## src/rtl/receptor_paridad_pkg.sv

```systemverilog
// -----------------------------------------------------------------------------
// receptor_paridad_pkg
// Shared definitions for the serial parity receiver:
//   - estado_t : receiver state encoding (PARIDAD exists only with PARIDAD_EN)
//   - ANCHO_DATOS_DEF / CICLOS_POR_BIT_DEF : default parameter values
// Configuration macro: PARIDAD_EN (adds the parity bit to the frame).
// -----------------------------------------------------------------------------
package receptor_paridad_pkg;

  localparam int ANCHO_DATOS_DEF    = 8;
  localparam int CICLOS_POR_BIT_DEF = 16;

`ifdef PARIDAD_EN
  typedef enum logic [2:0] {
    REPOSO  = 3'd0,
    INICIO  = 3'd1,
    DATOS   = 3'd2,
    PARIDAD = 3'd3,
    PARADA  = 3'd4
  } estado_t;
`else
  typedef enum logic [2:0] {
    REPOSO  = 3'd0,
    INICIO  = 3'd1,
    DATOS   = 3'd2,
    PARADA  = 3'd4
  } estado_t;
`endif

endpackage

```

## src/rtl/sincronizador.sv

```systemverilog
// -----------------------------------------------------------------------------
// sincronizador
// Two-flop synchronizer for an asynchronous, idle-high serial line.
// Both flops reset to 1 so a reset never looks like a start bit.
// Ports:
//   Reloj   in  clock
//   Reset   in  asynchronous active-high reset
//   d_i     in  asynchronous input
//   q_o     out synchronized output (two clock latency)
// -----------------------------------------------------------------------------
module sincronizador (
  input  logic Reloj,
  input  logic Reset,
  input  logic d_i,
  output logic q_o
);

  logic meta_q;
  logic sinc_q;

  always_ff @(posedge Reloj or posedge Reset) begin
    if (Reset) begin
      meta_q <= 1'b1;
      sinc_q <= 1'b1;
    end else begin
      meta_q <= d_i;
      sinc_q <= meta_q;
    end
  end

  assign q_o = sinc_q;

endmodule

```

## src/rtl/receptor_paridad_serie.sv

```systemverilog
// -----------------------------------------------------------------------------
// receptor_paridad_serie
// Serial frame receiver: start bit, ANCHO_DATOS data bits LSB first,
// optional even-parity bit, one stop bit. Bits are sampled near their centre
// by counting CICLOS_POR_BIT clock cycles per bit after a half-bit delay.
// Configuration macro: PARIDAD_EN
//   defined   : frame = start + data + parity + stop, parity is checked
//   undefined : frame = start + data + stop, ErrorParidad tied to 0
// Ports:
//   Reloj        in  clock, rising edge
//   Reset        in  asynchronous active-high reset
//   Entrada      in  asynchronous serial line, idle high
//   Datos        out last received word (updated even on error)
//   Valido       out one-cycle pulse: frame received without error
//   ErrorParidad out one-cycle pulse: parity check failed
//   ErrorTrama   out one-cycle pulse: stop bit sampled low
//   Ocupado      out high whenever the receiver is not in REPOSO
// Outputs are registered; the result pulses appear on the cycle after the
// stop-bit sample. Internal state is visible on estado_q for checkers.
// -----------------------------------------------------------------------------
module receptor_paridad_serie
  import receptor_paridad_pkg::*;
#(
  parameter int ANCHO_DATOS    = ANCHO_DATOS_DEF,
  parameter int CICLOS_POR_BIT = CICLOS_POR_BIT_DEF
) (
  input  logic                   Reloj,
  input  logic                   Reset,
  input  logic                   Entrada,
  output logic [ANCHO_DATOS-1:0] Datos,
  output logic                   Valido,
  output logic                   ErrorParidad,
  output logic                   ErrorTrama,
  output logic                   Ocupado
);

  localparam int CW = $clog2(CICLOS_POR_BIT);
  localparam int BW = (ANCHO_DATOS > 1) ? $clog2(ANCHO_DATOS) : 1;

  localparam logic [CW-1:0] CNT_MEDIO  = CW'(CICLOS_POR_BIT / 2 - 1);
  localparam logic [CW-1:0] CNT_FIN    = CW'(CICLOS_POR_BIT - 1);
  localparam logic [BW-1:0] BIT_ULTIMO = BW'(ANCHO_DATOS - 1);

  logic rx;

  sincronizador u_sincronizador (
    .Reloj (Reloj),
    .Reset (Reset),
    .d_i   (Entrada),
    .q_o   (rx)
  );

  estado_t                estado_q;
  logic [CW-1:0]          cnt_q;
  logic [BW-1:0]          bits_q;
  logic [ANCHO_DATOS-1:0] desp_q;
  logic [ANCHO_DATOS-1:0] datos_q;
  logic                   valido_q;
  logic                   err_trama_q;
`ifdef PARIDAD_EN
  logic                   fallo_par_q;
  logic                   err_par_q;
`endif

  logic fin_bit;
  assign fin_bit = (cnt_q == CNT_FIN);

  always_ff @(posedge Reloj or posedge Reset) begin
    if (Reset) begin
      estado_q    <= REPOSO;
      cnt_q       <= '0;
      bits_q      <= '0;
      desp_q      <= '0;
      datos_q     <= '0;
      valido_q    <= 1'b0;
      err_trama_q <= 1'b0;
`ifdef PARIDAD_EN
      fallo_par_q <= 1'b0;
      err_par_q   <= 1'b0;
`endif
    end else begin
      // Result flags are pulses: cleared every cycle unless set below.
      valido_q    <= 1'b0;
      err_trama_q <= 1'b0;
`ifdef PARIDAD_EN
      err_par_q   <= 1'b0;
`endif
      case (estado_q)
        REPOSO: begin
          cnt_q  <= '0;
          bits_q <= '0;
          if (!rx) begin
            estado_q <= INICIO;
          end
        end

        INICIO: begin
          // Half-bit wait puts later samples near the bit centres.
          if (cnt_q == CNT_MEDIO) begin
            cnt_q    <= '0;
            estado_q <= rx ? REPOSO : DATOS;
          end else begin
            cnt_q <= cnt_q + 1'b1;
          end
        end

        DATOS: begin
          if (fin_bit) begin
            cnt_q  <= '0;
            // LSB arrives first, so shift right and insert at the MSB.
            desp_q <= {rx, desp_q[ANCHO_DATOS-1:1]};
            bits_q <= bits_q + 1'b1;
            if (bits_q == BIT_ULTIMO) begin
`ifdef PARIDAD_EN
              estado_q <= PARIDAD;
`else
              estado_q <= PARADA;
`endif
            end
          end else begin
            cnt_q <= cnt_q + 1'b1;
          end
        end

`ifdef PARIDAD_EN
        PARIDAD: begin
          if (fin_bit) begin
            cnt_q       <= '0;
            // Even parity: data bits XOR parity bit must be 0.
            fallo_par_q <= (^desp_q) ^ rx;
            estado_q    <= PARADA;
          end else begin
            cnt_q <= cnt_q + 1'b1;
          end
        end
`endif

        PARADA: begin
          if (fin_bit) begin
            cnt_q       <= '0;
            estado_q    <= REPOSO;
            datos_q     <= desp_q;
            err_trama_q <= ~rx;
`ifdef PARIDAD_EN
            err_par_q   <= fallo_par_q;
            valido_q    <= rx & ~fallo_par_q;
`else
            valido_q    <= rx;
`endif
          end else begin
            cnt_q <= cnt_q + 1'b1;
          end
        end

        default: begin
          estado_q <= REPOSO;
          cnt_q    <= '0;
        end
      endcase
    end
  end

  assign Datos      = datos_q;
  assign Valido     = valido_q;
  assign ErrorTrama = err_trama_q;
  assign Ocupado    = (estado_q != REPOSO);
`ifdef PARIDAD_EN
  assign ErrorParidad = err_par_q;
`else
  assign ErrorParidad = 1'b0;
`endif

endmodule

```

## config.mk

```make
export PLATFORM = sky130hd
export DESIGN_NAME = receptor_paridad_serie
export DESIGN_NICKNAME = d
export VERILOG_FILES = /design/src/rtl/receptor_paridad_pkg.sv /design/src/rtl/sincronizador.sv /design/src/rtl/receptor_paridad_serie.sv
export SDC_FILE = /design/constraint.sdc
export NUM_CORES = 1
export LEC_CHECK = 0
export ABC_AREA = 1
export ABC_CLOCK_PERIOD_IN_PS = 3600
export CORE_AREA = 2 2 64 66
export DETAILED_ROUTE_END_ITERATION = 10
export DIE_AREA = 0 0 66 68
export DONT_BUFFER_PORTS = 1
export SLEW_MARGIN = 40
export SYNTH_ARGS = -nofsm -noshare
export SYNTH_HDL_FRONTEND = slang
export SYNTH_SLANG_ARGS = --single-unit
export TNS_END_PERCENT = 5
```

## constraint.sdc

```tcl
create_clock -name Reloj -period 3.6 [get_ports Reloj]
set_input_delay 0.72 -clock Reloj [delete_from_list [all_inputs] [get_ports Reloj]]
set_output_delay 0.72 -clock Reloj [all_outputs]
set_load 0.02 [all_outputs]
```

==> results of run 1 <==
## final timing paths
check                                       startpoint                   to  slack, ns  depth (start not counted)
worst max-delay path                       estado_q[0]              Ocupado       1.75                          2
worst min-delay path            u_sincronizador.meta_q  u_sincronizador.q_o       0.36                          0
worst max register to register                cnt_q[0]            bits_q[0]       2.12                          6
worst min register to register  u_sincronizador.meta_q  u_sincronizador.q_o       0.36                          0
max in group asynchronous                        Reset            desp_q[1]       2.81                          1
min in group asynchronous                        Reset               Valido       0.39                          1
## cells by family (layout without fill, tap and decap cells)
| kind of cell | count (synthesis) | count (layout) |
|---|---|---|
| compound gates | 17 | 17 |
| xor+xnor | 1 | 1 |
| fa+ha+maj | 3 | 3 |
| other cells | 1 | 1 |
| flops | 30 | 30 |
| buf+inv | 20 | 25 |
| simple gates | 63 | 63 |
## layout by cell type (no fill, tap or decap), drive strengths merged
master	Yosys	routed
conb	1	1
dfrtp	28	28
nor2	15	15
nor3b	1	1
nand3b	1	1
nand4	1	1
clkbuf	0	6
clkinvlp	0	1
nand3	13	13
nor3	1	1
xor2	1	1
dfstp	2	2
clkinv	0	1
a21oi	1	1
o21ai	16	16
ha	3	3
inv	17	17
nand2	31	31
## power by group
group / switching [mW] / internal [mW] / leakage [nW]
clock network: 0.125 / 0.153 / 0.0472
registers: 0.0285 / 0.367 / 0.406
logic: 0.107 / 0.0445 / 0.240
total: 0.260 / 0.565 / 0.693
## sequential cells by signal, summed over array words and instances (netlist names)
name,cells
desp_q,8
u_sincronizador.q_o,1
cnt_q,4
Datos,8
ErrorTrama,1
bits_q,3
u_sincronizador.meta_q,1
estado_q,3
Valido,1
## per-stage QoR
step | cell area [um^2] | hold slack, ns
detailed placement | 1340 | 0.348
global placement | 1340 | 0.347
finish | 1430 | 0.356
floorplan | 1300 | 0.345
CTS | 1430 | 0.357
global route | 1430 | 0.358
## cell type report
type                       count  share of cell area
tap                           50              0.0437
clock inverter                 2             0.00874
multi-input combinational     85               0.319
inverter                      17              0.0446
clock buffer                   6              0.0577
sequential                    30               0.526
## worst register-to-register path, stage by stage (launching register included)
cell and delay (ns):
dfrtp_1 0.37, ha_1 0.26, nand3_4 0.14, nor2_4 0.28, inv_2 0.14, nand3_1 0.08, o21ai_0 0.09
## routing by layer
metal | global-route usage | wire length [um]
met1 | 0.134 | 986
met3 | 0.0526 | 133
met5 | 0 | 0
met4 | 0.0561 | 37
met2 | 0.181 | 1030
==> impl_metrics.csv, run 1 <==
group,metric,value,unit
placed_design,port_buffers,0,
worst_hold_path,hold_path.class,"flip-flop to flip-flop",
global_routing,grt_max_degree,31,
critical_path,crit_arrival,1.13,ns
yosys,syn_nets,141,
critical_path,end_kind,"output pin",
finish,diodes,0,
floorplanning,num_rows,23,
placed_design,place.gp.congestion,0.821,
yosys,synthTopCellsByCount,"nand2_1 (31), dfrtp_1 (28), inv_1 (15), nand3_1 (12)",
yosys,syn-cell-area,1300,um^2
clock_tree,ctsHoldBuffers,0,
critical_path,crit_type,"flip-flop to output pin",
yosys,async_flop_share,1.00,
yosys,yosysMostFrequentCell,"nand2_1",
floorplanning,ios,15,
yosys,synth-seq-area-share,0.579,
timing,slew_headroom,0.592,
yosys,synth.distinct_cells,22,
finish,layout.nets,145,
clock_tree,cts_root_buf,"clkbuf_8",
global_routing,grt_util_all_layers,0.115,
run,cap_violations,0,
finish,regArea,753,um^2
placed_design,dpl.hpwl,1.56,mm
floorplanning,die-area,4490,um^2
yosys,yosysWarnings,0,
yosys,synth_edf_count,0,
timing,setup_viol,0,
placed_design,placed_cells,182,
routing,wl,2.19,mm
timing,fin_crit_sh,0.514,
global_routing,grt.overflow.total,0,
floorplanning,coreArea,3860,um^2
clock_tree,clk_pin_slew_worst_paths,0.06,ns
timing,tns,0,ns
routing,drt-initial-drc-count,47,
yosys,yosys.area_share.simple,0.230,
power_and_ir_drop,power,0.825,mW
timing,worst_pin_slew,0.611,ns
routing,routed-via-count,852,
timing,fin_crit,1.85,ns
global_routing,grt_antenna_before_repair,0,
critical_path,crit_slowest_cell,"dfrtp_1",
routing,via_per_inst,4.48,
power_and_ir_drop,vdd_drop_max,0.337,mV
status,status,"completed",
critical_path,path_max_fanout,6,
timing,fmaxAchievable,0.540,GHz
global_routing,grt_first_pass_wirelength,3.77,mm
clock_tree,clk_latency,0.28,ns
global_routing,grt_pass1_vias,870,
yosys,synth_xor_area_frac,0.00674,
finish,area.growth.synth_to_final,10.1,%
finish,drive_gt1_frac,0.179,
routing,drcViolationCount,0,
floorplanning,die_w,66,um
clock_tree,clkSinkCount,30,
yosys,synthAdderAreaFrac,0.0289,
critical_path,max_stage_delay,0.41,ns
timing,drv_slew,0,
yosys,synth_top_area_frac,0.539,
routing,wl_per_cell,11.5,um
critical_path,cp_num_buf_inv,0,
critical_path,worst_setup_path_start_kind,"flip-flop",
yosys,synth-seq-cells,30,
timing,rsz0062_at_grt,"false",
clock_tree,post_cts_buffers,0,
timing,finClkSkew,0.00737,ns
routing,drtAntennaViolNets,0,
floorplanning,die_h,68,um
critical_path,cp.required,2.88,ns
yosys,synthCells,135,
power_and_ir_drop,p_leak,0.693,nW
placed_design,place_worst_setup_slack,2.05,ns
finish,fin_util,0.371,
finish,fillerInstances,402,
yosys,synth_top_family_by_area,"simple AND/OR/NAND/NOR gates",
finish,final_cells,190,
critical_path,path_cells,"nor2_2 > nand2_1",
timing,fin_ws,1.75,ns
clock_tree,cts_buffers,5,
finish,multi_input_area,457,um^2
clock_tree,clockBufferDepth,2,
critical_path,crit_family,"simple AND/OR/NAND/NOR gates",
clock_tree,cts_tree,"done",
yosys,synth-compound-area-share,0.0828,
power_and_ir_drop,p_per_area,576,nW/um^2
yosys,synth.area.top_cells,"dfrtp_1 (54%), nand2_1 (9.0%), nand3_1 (4.6%)",
clock_tree,htree_levels,2,
clock_tree,cts_resized,0,
yosys,avgSynthCellArea,9.63,um^2
yosys,synthMuxAreaShare,0,
floorplanning,initial_core_util,0.337,
routing,firstDrtPassIters,4,
yosys,synth_top_cell_by_area,"dfrtp_1",
timing,hold_violations,0,
yosys,synthFlopType,"dfrtp_1",
Power figures use the tool's default switching activity.
==> inputs of run 2 (changes only) <==
--- a/config.mk
+++ b/config.mk
@@ -6,7 +6,7 @@
 export NUM_CORES = 1
 export LEC_CHECK = 0
 export ABC_AREA = 1
-export ABC_CLOCK_PERIOD_IN_PS = 3600
+export ABC_CLOCK_PERIOD_IN_PS = 1800
 export CORE_AREA = 2 2 64 66
 export DETAILED_ROUTE_END_ITERATION = 10
 export DIE_AREA = 0 0 66 68
==> constraint.sdc (replaced) <==
create_clock -name Reloj -period 1.8 [get_ports Reloj]
set_input_delay 0.36 -clock Reloj [delete_from_list [all_inputs] [get_ports Reloj]]
set_output_delay 0.36 -clock Reloj [all_outputs]
set_load 0.02 [all_outputs]
==> impl_metrics.csv, run 2 (synthesis results as in run 1) <==
group,metric,value,unit
clock_tree,cts_resized,0,
global_routing,grt_first_pass_wirelength,3.78,mm
clock_tree,clkSinkCount,30,
routing,drt-initial-drc-count,31,
routing,wl_per_cell,11.1,um
global_routing,grt.overflow.total,0,
worst_hold_path,hold_path.class,"input port to asynchronous set/reset pin",
clock_tree,cts_buffers,5,
power_and_ir_drop,p_per_area,1310,nW/um^2
clock_tree,clockBufferDepth,2,
critical_path,path_max_fanout,6,
finish,layout_commonest_cell,"nand2_1",
critical_path,crit_slowest_cell,"dfrtp_1",
critical_path,crit-reg2reg-capture,"bits_q[1]",
critical_path,path_cells,"nor2_2 > nand2_1",
status,status,"completed",
timing,drv_slew,0,
placed_design,place.gp.congestion,0.775,
timing,hold_violations,0,
critical_path,reg2reg_depth,7,
floorplanning,num_rows,23,
routing,wl,2.12,mm
routing,via_per_inst,4.62,
placed_design,port_buffers,0,
critical_path,end_kind,"output pin",
floorplanning,ios,15,
global_routing,grt_antenna_before_repair,0,
timing,tns,0,ns
timing,fin_crit_sh,0.829,
placed_design,dpl.hpwl,1.55,mm
timing,setup_viol,0,
finish,final_cells,191,
power_and_ir_drop,p_leak,0.723,nW
critical_path,worst_setup_path_start_kind,"flip-flop",
clock_tree,ctsHoldBuffers,0,
finish,final_cell_mix,"nand2_1 (31), dfrtp_1 (28), inv_1 (15), nand3_1 (12)",
clock_tree,clk_latency,0.29,ns
critical_path,max_stage_delay,0.40,ns
power_and_ir_drop,vdd_drop_max,0.758,mV
routing,routed-via-count,883,
timing,fmaxAchievable,0.670,GHz
timing,rsz0062_at_grt,"false",
critical_path,r2r-start,"cnt_q[0]",
run,cap_violations,0,
finish,diodes,0,
floorplanning,initial_core_util,0.337,
routing,firstDrtPassIters,4,
clock_tree,htree_levels,2,
floorplanning,coreArea,3860,um^2
floorplanning,die-area,4490,um^2
routing,drtAntennaViolNets,0,
critical_path,cp.required,1.44,ns
timing,fin_crit,1.49,ns
global_routing,grt_max_degree,31,
timing,finClkSkew,0.00977,ns
global_routing,grt_pass1_vias,895,
finish,layout.nets,146,
clock_tree,cts_tree,"done",
critical_path,rrSetupSlack,0.32,ns
placed_design,placed_cells,183,
floorplanning,die_h,68,um
clock_tree,clk_pin_slew_worst_paths,0.06,ns
clock_tree,cts_root_buf,"clkbuf_8",
floorplanning,die_w,66,um
finish,drive_gt1_frac,0.177,
clock_tree,post_cts_buffers,0,
global_routing,grt_util_all_layers,0.117,
critical_path,crit_arrival,1.13,ns
routing,drcViolationCount,0,
finish,area.growth.synth_to_final,14.3,%
critical_path,crit_type,"flip-flop to output pin",
==> run 2: how the worst max path moves through the flow <==
stage                     slack (ns)  cells after the start   endpoint        start
after floorplan                 0.53                      7   Datos[0]     cnt_q[0]
after global placement          0.41                      6  bits_q[0]     cnt_q[0]
after detailed placement        0.33                      7  bits_q[2]     cnt_q[0]
after CTS                       0.28                      2    Ocupado  estado_q[0]
after global routing            0.17                      7  bits_q[1]     cnt_q[0]
final                           0.31                      2    Ocupado  estado_q[0]
==> run 2: final cells by class <==
cell class | count | area [um^2]
fillers | 392 | 2370
flip-flops and latches | 30 | 753
multi-input cells | 85 | 457
clock buffers | 6 | 82.6
inverters | 17 | 63.8
well taps | 50 | 62.6
clock inverters | 2 | 60.1
repair buffers | 1 | 7.51
==> run 2: critical path: cells and delay by family, from the launching register on <==
kind / cells / cell delay (ns)
simple gates: 2 / 0.45
flops: 1 / 0.40
==> run 2: power breakdown <==
group	total (mW)	switching, mW	internal, mW	leakage [nW]
registers	0.787	0.0532	0.734	0.406
clock network	0.843	0.253	0.590	0.0714
logic	0.313	0.221	0.0918	0.246
==> run 2: layer usage <==
layer  GRT usage  wire length, um
met1       0.115              864
met3      0.0625              155
met4      0.0689               52
met5           0                0
met2       0.197             1050
==> run 2: stage by stage <==
stage	setup WS (ns)	utilization	instance area [um^2]	power [mW]	hold WS (ns)
floorplan	0.528	-	1300	1.04	0.345
global placement	0.414	0.348	1340	1.10	0.338
detailed placement	0.332	0.348	1340	1.11	0.347
CTS	0.280	0.385	1490	1.97	0.0336
global route	0.166	0.385	1490	2.05	0.0562
finish	0.307	0.385	1490	1.94	0.0337
